## src/rtl/apb_pkg.sv

```systemverilog
// ============================================================================
// Module      : apb_pkg
// Description : Shared APB constants, completer state type and address check.
// Revision    : 1.0 - initial release
// ============================================================================
`default_nettype none

package apb_pkg;

  localparam int APB_DATA_W = 32;
  localparam int APB_STRB_W = 4;

  typedef enum logic {IDLE, ACCESS} apb_slv_state_t;

  // Misaligned byte address or word index beyond the implemented bank.
  function automatic logic is_bad_addr(input logic [1:0]  lsb,
                                       input int unsigned idx,
                                       input int unsigned depth);
    return (lsb != 2'b00) || (idx >= depth);
  endfunction

endpackage

`default_nettype wire

```

## src/rtl/apb_regfile.sv

```systemverilog
// ============================================================================
// Module      : apb_regfile
// Description : DEPTH x 32 register bank, byte-strobe write, async read.
// Revision    : 1.0 - initial release
// ============================================================================
`default_nettype none

module apb_regfile
  import apb_pkg::*;
#(
  parameter int DEPTH = 16,
  parameter int AW    = 4
) (
  input  logic                  clk_i,
  input  logic                  rst_i,
  input  logic                  we_i,
  input  logic [AW-1:0]         widx_i,
  input  logic [APB_DATA_W-1:0] wdata_i,
  input  logic [APB_STRB_W-1:0] wstrb_i,
  input  logic [AW-1:0]         ridx_i,
  output logic [APB_DATA_W-1:0] rdata_o
);

  logic [APB_DATA_W-1:0] mem_q [DEPTH];

  always_ff @(posedge clk_i) begin
    if (rst_i) begin
      for (int i = 0; i < DEPTH; i++) begin
        mem_q[i] <= '0;
      end
    end else if (we_i) begin
      for (int b = 0; b < APB_STRB_W; b++) begin
        if (wstrb_i[b]) begin
          mem_q[widx_i][8*b +: 8] <= wdata_i[8*b +: 8];
        end
      end
    end
  end

  assign rdata_o = mem_q[ridx_i];

endmodule

`default_nettype wire

```

## src/rtl/apb_wait_slave.sv

```systemverilog
// ============================================================================
// Module      : apb_wait_slave
// Description : APB completer with register bank and programmable wait states.
// Revision    : 1.0 - initial release
// ============================================================================
`default_nettype none

module apb_wait_slave
  import apb_pkg::*;
#(
  parameter int ADDR_W      = 8,
  parameter int DEPTH       = 16,
  parameter int WAIT_CYCLES = 2
) (
  input  logic                  pclk,
  input  logic                  preset,
  input  logic                  psel,
  input  logic                  penable,
  input  logic                  pwrite,
  input  logic [ADDR_W-1:0]     paddr,
  input  logic [APB_DATA_W-1:0] pwdata,
  input  logic [APB_STRB_W-1:0] pstrb,
  output logic [APB_DATA_W-1:0] prdata,
  output logic                  pready,
  output logic                  pslverr
);

  localparam int         c_AW   = (DEPTH > 1) ? $clog2(DEPTH) : 1;
  localparam logic [3:0] c_WAIT = 4'(WAIT_CYCLES);

  apb_slv_state_t        state_q, state_d;
  logic [3:0]            cnt_q, cnt_d;
  logic                  pready_q, pready_d;
  logic                  pslverr_q, pslverr_d;
  logic [APB_DATA_W-1:0] prdata_q, prdata_d;
  logic                  err_q, err_d;
  logic                  write_q, write_d;
  logic [c_AW-1:0]       widx_q, widx_d;
  logic [APB_DATA_W-1:0] wdata_q, wdata_d;
  logic [APB_STRB_W-1:0] strb_q, strb_d;

  logic                  w_setup;
  logic                  w_bad;
  logic                  w_rf_we;
  logic [c_AW-1:0]       w_ridx;
  logic [APB_DATA_W-1:0] w_rf_rdata;
  logic [APB_DATA_W-1:0] w_rd_word;

  // A setup is accepted from IDLE or at the closing edge of a completion.
  assign w_setup = psel && !penable &&
                   ((state_q == IDLE) || ((state_q == ACCESS) && pready_q));
  assign w_bad   = is_bad_addr(paddr[1:0], 32'(paddr[ADDR_W-1:2]), DEPTH);
  assign w_rf_we = (state_q == ACCESS) && pready_q && write_q && !err_q;
  assign w_ridx  = w_setup ? paddr[c_AW+1:2] : widx_q;

  apb_regfile #(
    .DEPTH (DEPTH),
    .AW    (c_AW)
  ) u_regfile (
    .clk_i   (pclk),
    .rst_i   (preset),
    .we_i    (w_rf_we),
    .widx_i  (widx_q),
    .wdata_i (wdata_q),
    .wstrb_i (strb_q),
    .ridx_i  (w_ridx),
    .rdata_o (w_rf_rdata)
  );

  // Forward the write retiring this edge so a zero-wait read sees it.
  always_comb begin
    w_rd_word = w_rf_rdata;
    if (w_rf_we && (widx_q == w_ridx)) begin
      for (int b = 0; b < APB_STRB_W; b++) begin
        if (strb_q[b]) begin
          w_rd_word[8*b +: 8] = wdata_q[8*b +: 8];
        end
      end
    end
  end

  always_comb begin
    state_d   = state_q;
    cnt_d     = cnt_q;
    pready_d  = pready_q;
    pslverr_d = pslverr_q;
    prdata_d  = prdata_q;
    err_d     = err_q;
    write_d   = write_q;
    widx_d    = widx_q;
    wdata_d   = wdata_q;
    strb_d    = strb_q;

    case (state_q)
      IDLE: begin
      end
      ACCESS: begin
        if (pready_q) begin
          state_d   = IDLE;
          pready_d  = 1'b0;
          pslverr_d = 1'b0;
          prdata_d  = '0;
        end else if (!psel) begin
          state_d = IDLE;
        end else if (penable && (cnt_q != 4'd0)) begin
          cnt_d = cnt_q - 4'd1;
          if (cnt_q == 4'd1) begin
            pready_d  = 1'b1;
            pslverr_d = err_q;
            prdata_d  = (write_q || err_q) ? '0 : w_rd_word;
          end
        end
      end
      default: state_d = IDLE;
    endcase

    if (w_setup) begin
      state_d = ACCESS;
      cnt_d   = c_WAIT;
      err_d   = w_bad;
      write_d = pwrite;
      widx_d  = paddr[c_AW+1:2];
      wdata_d = pwdata;
      strb_d  = pstrb;
      if (c_WAIT == 4'd0) begin
        pready_d  = 1'b1;
        pslverr_d = w_bad;
        prdata_d  = (pwrite || w_bad) ? '0 : w_rd_word;
      end
    end
  end

  always_ff @(posedge pclk) begin
    if (preset) begin
      state_q   <= IDLE;
      cnt_q     <= '0;
      pready_q  <= 1'b0;
      pslverr_q <= 1'b0;
      prdata_q  <= '0;
      err_q     <= 1'b0;
      write_q   <= 1'b0;
      widx_q    <= '0;
      wdata_q   <= '0;
      strb_q    <= '0;
    end else begin
      state_q   <= state_d;
      cnt_q     <= cnt_d;
      pready_q  <= pready_d;
      pslverr_q <= pslverr_d;
      prdata_q  <= prdata_d;
      err_q     <= err_d;
      write_q   <= write_d;
      widx_q    <= widx_d;
      wdata_q   <= wdata_d;
      strb_q    <= strb_d;
    end
  end

  assign pready  = pready_q;
  assign pslverr = pslverr_q;
  assign prdata  = prdata_q;

endmodule

`default_nettype wire
```

## config.mk

```make
export PLATFORM = sky130hd
export DESIGN_NAME = apb_wait_slave
export DESIGN_NICKNAME = d
export VERILOG_FILES = /design/src/rtl/apb_pkg.sv /design/src/rtl/apb_regfile.sv /design/src/rtl/apb_wait_slave.sv
export SDC_FILE = /design/constraint.sdc
export NUM_CORES = 1
export LEC_CHECK = 0
export ABC_CLOCK_PERIOD_IN_PS = 2400
export BUFFER_PORTS_ARGS = -buffer_cell sky130_fd_sc_hd__buf_4
export CORE_ASPECT_RATIO = 0.9
export CORE_UTILIZATION = 44
export CTS_BUF_LIST = sky130_fd_sc_hd__clkbuf_16
export DETAILED_ROUTE_END_ITERATION = 6
export MAX_ROUTING_LAYER = met4
export PLACE_DENSITY = 0.64
export SETUP_SLACK_MARGIN = 0.4
export SYNTH_ARGS = -nofsm -noshare
export SYNTH_HDL_FRONTEND = slang
export SYNTH_SLANG_ARGS = --single-unit
```

## constraint.sdc

```tcl
create_clock -name pclk -period 2.4 [get_ports pclk]
set_input_delay 0.24 -clock pclk [delete_from_list [all_inputs] [get_ports pclk]]
set_output_delay 0.24 -clock pclk [all_outputs]
set_load 0.01 [all_outputs]
```

==> impl_metrics.toml <==
[clock_network]
h-tree-depth = 3
cts_root_buffer = "clkbuf_16"
cts.sinks = 593
path_clk_slew_ns = 0.06
clk_path_buf_depth = 3
cts_tree = "yes"
clock_latency_ns = 0.62
numCtsBuffers = 66

[drt]
first_pass_iters = 7
wl_met2_um = 47300
routedWlPerCell_um = 26.4
drt-vias-per-instance = 6.29
routed-wl-met3_um = 11200
wl_met1_um = 43200
dr.first_iter.drc_count = 3478
routed_wl_um = 105000
drc_errors = 0
dr_total_vias = 24900
routed.top_layer = "met4"
ant_nets = 0

[power]
p_comb_share_pct = 10.5
swShare_pct = 25.1
switchingPower_w = 0.00614
clkPwrFrac_pct = 41.1
p_int_w = 0.0183
p_per_area_nw_per_um2 = 665
power.leakage_nw = 13.0
p_seq_share_pct = 48.4
ir_worst_vdd_mv = 0.518
power_w = 0.0244

[critical_path]
cp-end-kind = "flip-flop"
worstRegToRegCells = 8
arrival_ns = 2.66
required_ns = 2.88
timing.rr.start = "pready"
startpoint = "pready"
max_stage_delay_ns = 0.40
r2r_end = "prdata[21]"
reg2reg_slack_ns = 0.21
crit_chain = "and2b_4 -> o21ai_4 -> a211oi_4 -> buf_6 -> buf_12 -> nand3_1 -> a31oi_1 -> o31ai_2"
start_kind = "flip-flop"
critPathSlowestCell = "and2b_4"
worstPathMaxFanout = 16
critical_path_class = "reg -> reg"

[synthesis]
ys_warn_count = 0
syn_area_per_cell_um2 = 10.4
synth_flop_cell = "edfxtp_1"
synthXorXnorAreaFrac_pct = 0.203
synth_adder_area_share_pct = 0.0829
ys_ff_latch = 593
synth_top_area_share_pct = 50.9
synth_area_um2 = 30200
synth_edf_count = 512
synth_compound_area_share_pct = 15.5
synth_top_area_cell = "edfxtp_1"
synth_most_common_cell = "and2_1"
seq_area_frac_synth_pct = 56.3
synth_common_cells = "513 x and2_1, 512 x edfxtp_1, 231 x nand3_1, 224 x nand2_1, 194 x nand2b_1"
synth_top_family_by_area = "simple AND/OR/NAND/NOR gates"
yosysUniqueCellTypes = 48
syn-num-nets = 2951
synth_area_leaders = "edfxtp_1 51%, and2_1 11%, dfxtp_1 5.4%"
synth_cells = 2900
async_reset_ff_share_pct = 0
synthSimpleGateAreaFrac_pct = 24.3
muxShareOfSynthArea_pct = 0.0456

[die]
die_x_um = 278
die_h_um = 251
core_area_um2 = 67500
io_pins = 83
die_area_um2 = 69700
start_util_pct = 44.8
row_count = 90

[grt]
grt_pass1_wl_um = 153000
grt_pass1_vias = 23900
grtUsageTotal_pct = 30.1
grt_max_degree = 98
antenna_found_initial = 0
grt.overflow.total = 0

[cells_and_area]
drive_above_1_share_pct = 18.4
area_growth_pct = 21.7
antenna_cells = 0
finalNetCount = 3081

[outcome]
status = "completed"

[timing]
tns_ns = 0
min_period_ns = 2.19
fin_skew_ns = 0.0291
maxClockFrequency_mhz = 457
rsz0062_at_grt = "true"
final_max_slew_viol_count = 0
worst_slew_pin_slew_ns = 0.945
hold_viol = 0
slew_headroom_pct = 36.9
fin_crit_sh_pct = 91.1
setup_viol = 0

[min_path]
holdPathEnd = "widx_q[3]"
min-delay-path-class = "in -> reg"
min-delay-start = "paddr[5]"
whs_path_depth = 3

[placed_design]
hpwlAfterDp_um = 60600
numPortBuffers = 82
place.gp.congestion = 0.863

[run]
maxCapViolCount = 0
## layout make-up
| type | instances | area (um^2) |
|---|---|---|
| fill | 5651 | 30700 |
| sequential | 593 | 17000 |
| multi-input combinational | 2046 | 12900 |
| timing repair buffer | 320 | 3650 |
| clock buffer | 69 | 1730 |
| tap | 874 | 1090 |
| clock inverter | 49 | 373 |
| inverter | 3 | 11.3 |
## worst max-delay path, delay by kind of cell (launching register included)
| kind | cells | cell delay [ns] |
|---|---|---|
| buffers and inverters | 2 | 0.37 |
| DFF | 1 | 0.37 |
| AOI/OAI and AO/OA | 4 | 0.78 |
| and+or+nand+nor | 2 | 0.52 |
## repair_timing
action                     4_1_cts  5_1_grt
hold endpoints to repair        42        0
gates cloned                    17        8
pin swaps                       33       32
hold buffers                    44        0
resized for setup              131       91
setup endpoints to repair      459      477
buffers inserted                23        9
## kinds of logic after synthesis
group,Yosys count
fa+ha+maj,2
buf+inv,262
compound gates,702
simple gates,1333
xor+xnor,7
flops,593
mux,1
## state kept, by name, summed over array words and instances, names as in the netlist, 4 cells and up
register / cells
u_regfile.mem_q: 512
prdata: 32
wdata_q: 32
cnt_q: 4
strb_q: 4
widx_q: 4
## power by group through the flow
stage	Sequential, W	Clock [W]	Combinational, W
detailed placement	0.0120	0	0.00206
finish	0.0118	0.0100	0.00258
CTS	0.0118	0.0101	0.00239
global placement	0.0120	0	0.00202
global route	0.0118	0.0105	0.00271
floorplan	0.0118	0	0.00134
## metal layers
metal | GRT usage [%] | vias up
met3 | 6.42 | 194
met1 | 40.6 | 12400
met2 | 45.2 | 1433
li1 | - | 10900
met4 | 9.55 | 0
met5 | - | -
## per-stage QoR
step           util [%]  instance area, um^2  hold WS (ns)  setup slack (ns)  std cells
2_1_floorplan         -                30200         0.376             0.355       2900
6_report           54.5                36700       0.00928             0.214       3954
5_1_grt            54.5                36700        0.0151             0.174       3954
3_5_place_dp       48.0                32400         0.463            0.0351       3735
3_3_place_gp       48.0                32400         0.456             0.103       3735
4_1_cts            53.6                36100        0.0197             0.255       3937
## worst max-delay path by stage
stage                     slack [ns]  depth (start not counted)                    end
after floorplan                 0.36                          7  u_regfile.mem_q[7][0]
after global placement          0.10                          7             prdata[29]
after detailed placement        0.04                          7             prdata[25]
after CTS                       0.25                          6             prdata[29]
after global routing            0.17                          6             prdata[19]
final                           0.21                          8             prdata[21]
## placed cells by master, fill, tap and decap left out, types with 26 or more instances in the layout
cell type      count
o31ai_1           27
nor2_1            40
nand2b_1         193
nand3_1          226
a21oi_1          160
buf_4            191
dfxtp_1           75
or2_2             27
a32oi_1           77
and2_1           513
buf_12            41
o21ai_0          156
clkbuf_16         77
a31oi_1           26
or2_4             37
edfxtp_1         512
nand2_1          220
dlygate4sd3_1     44
a211oi_1          94
a311oi_1          85
Power figures use the tool's default switching activity.
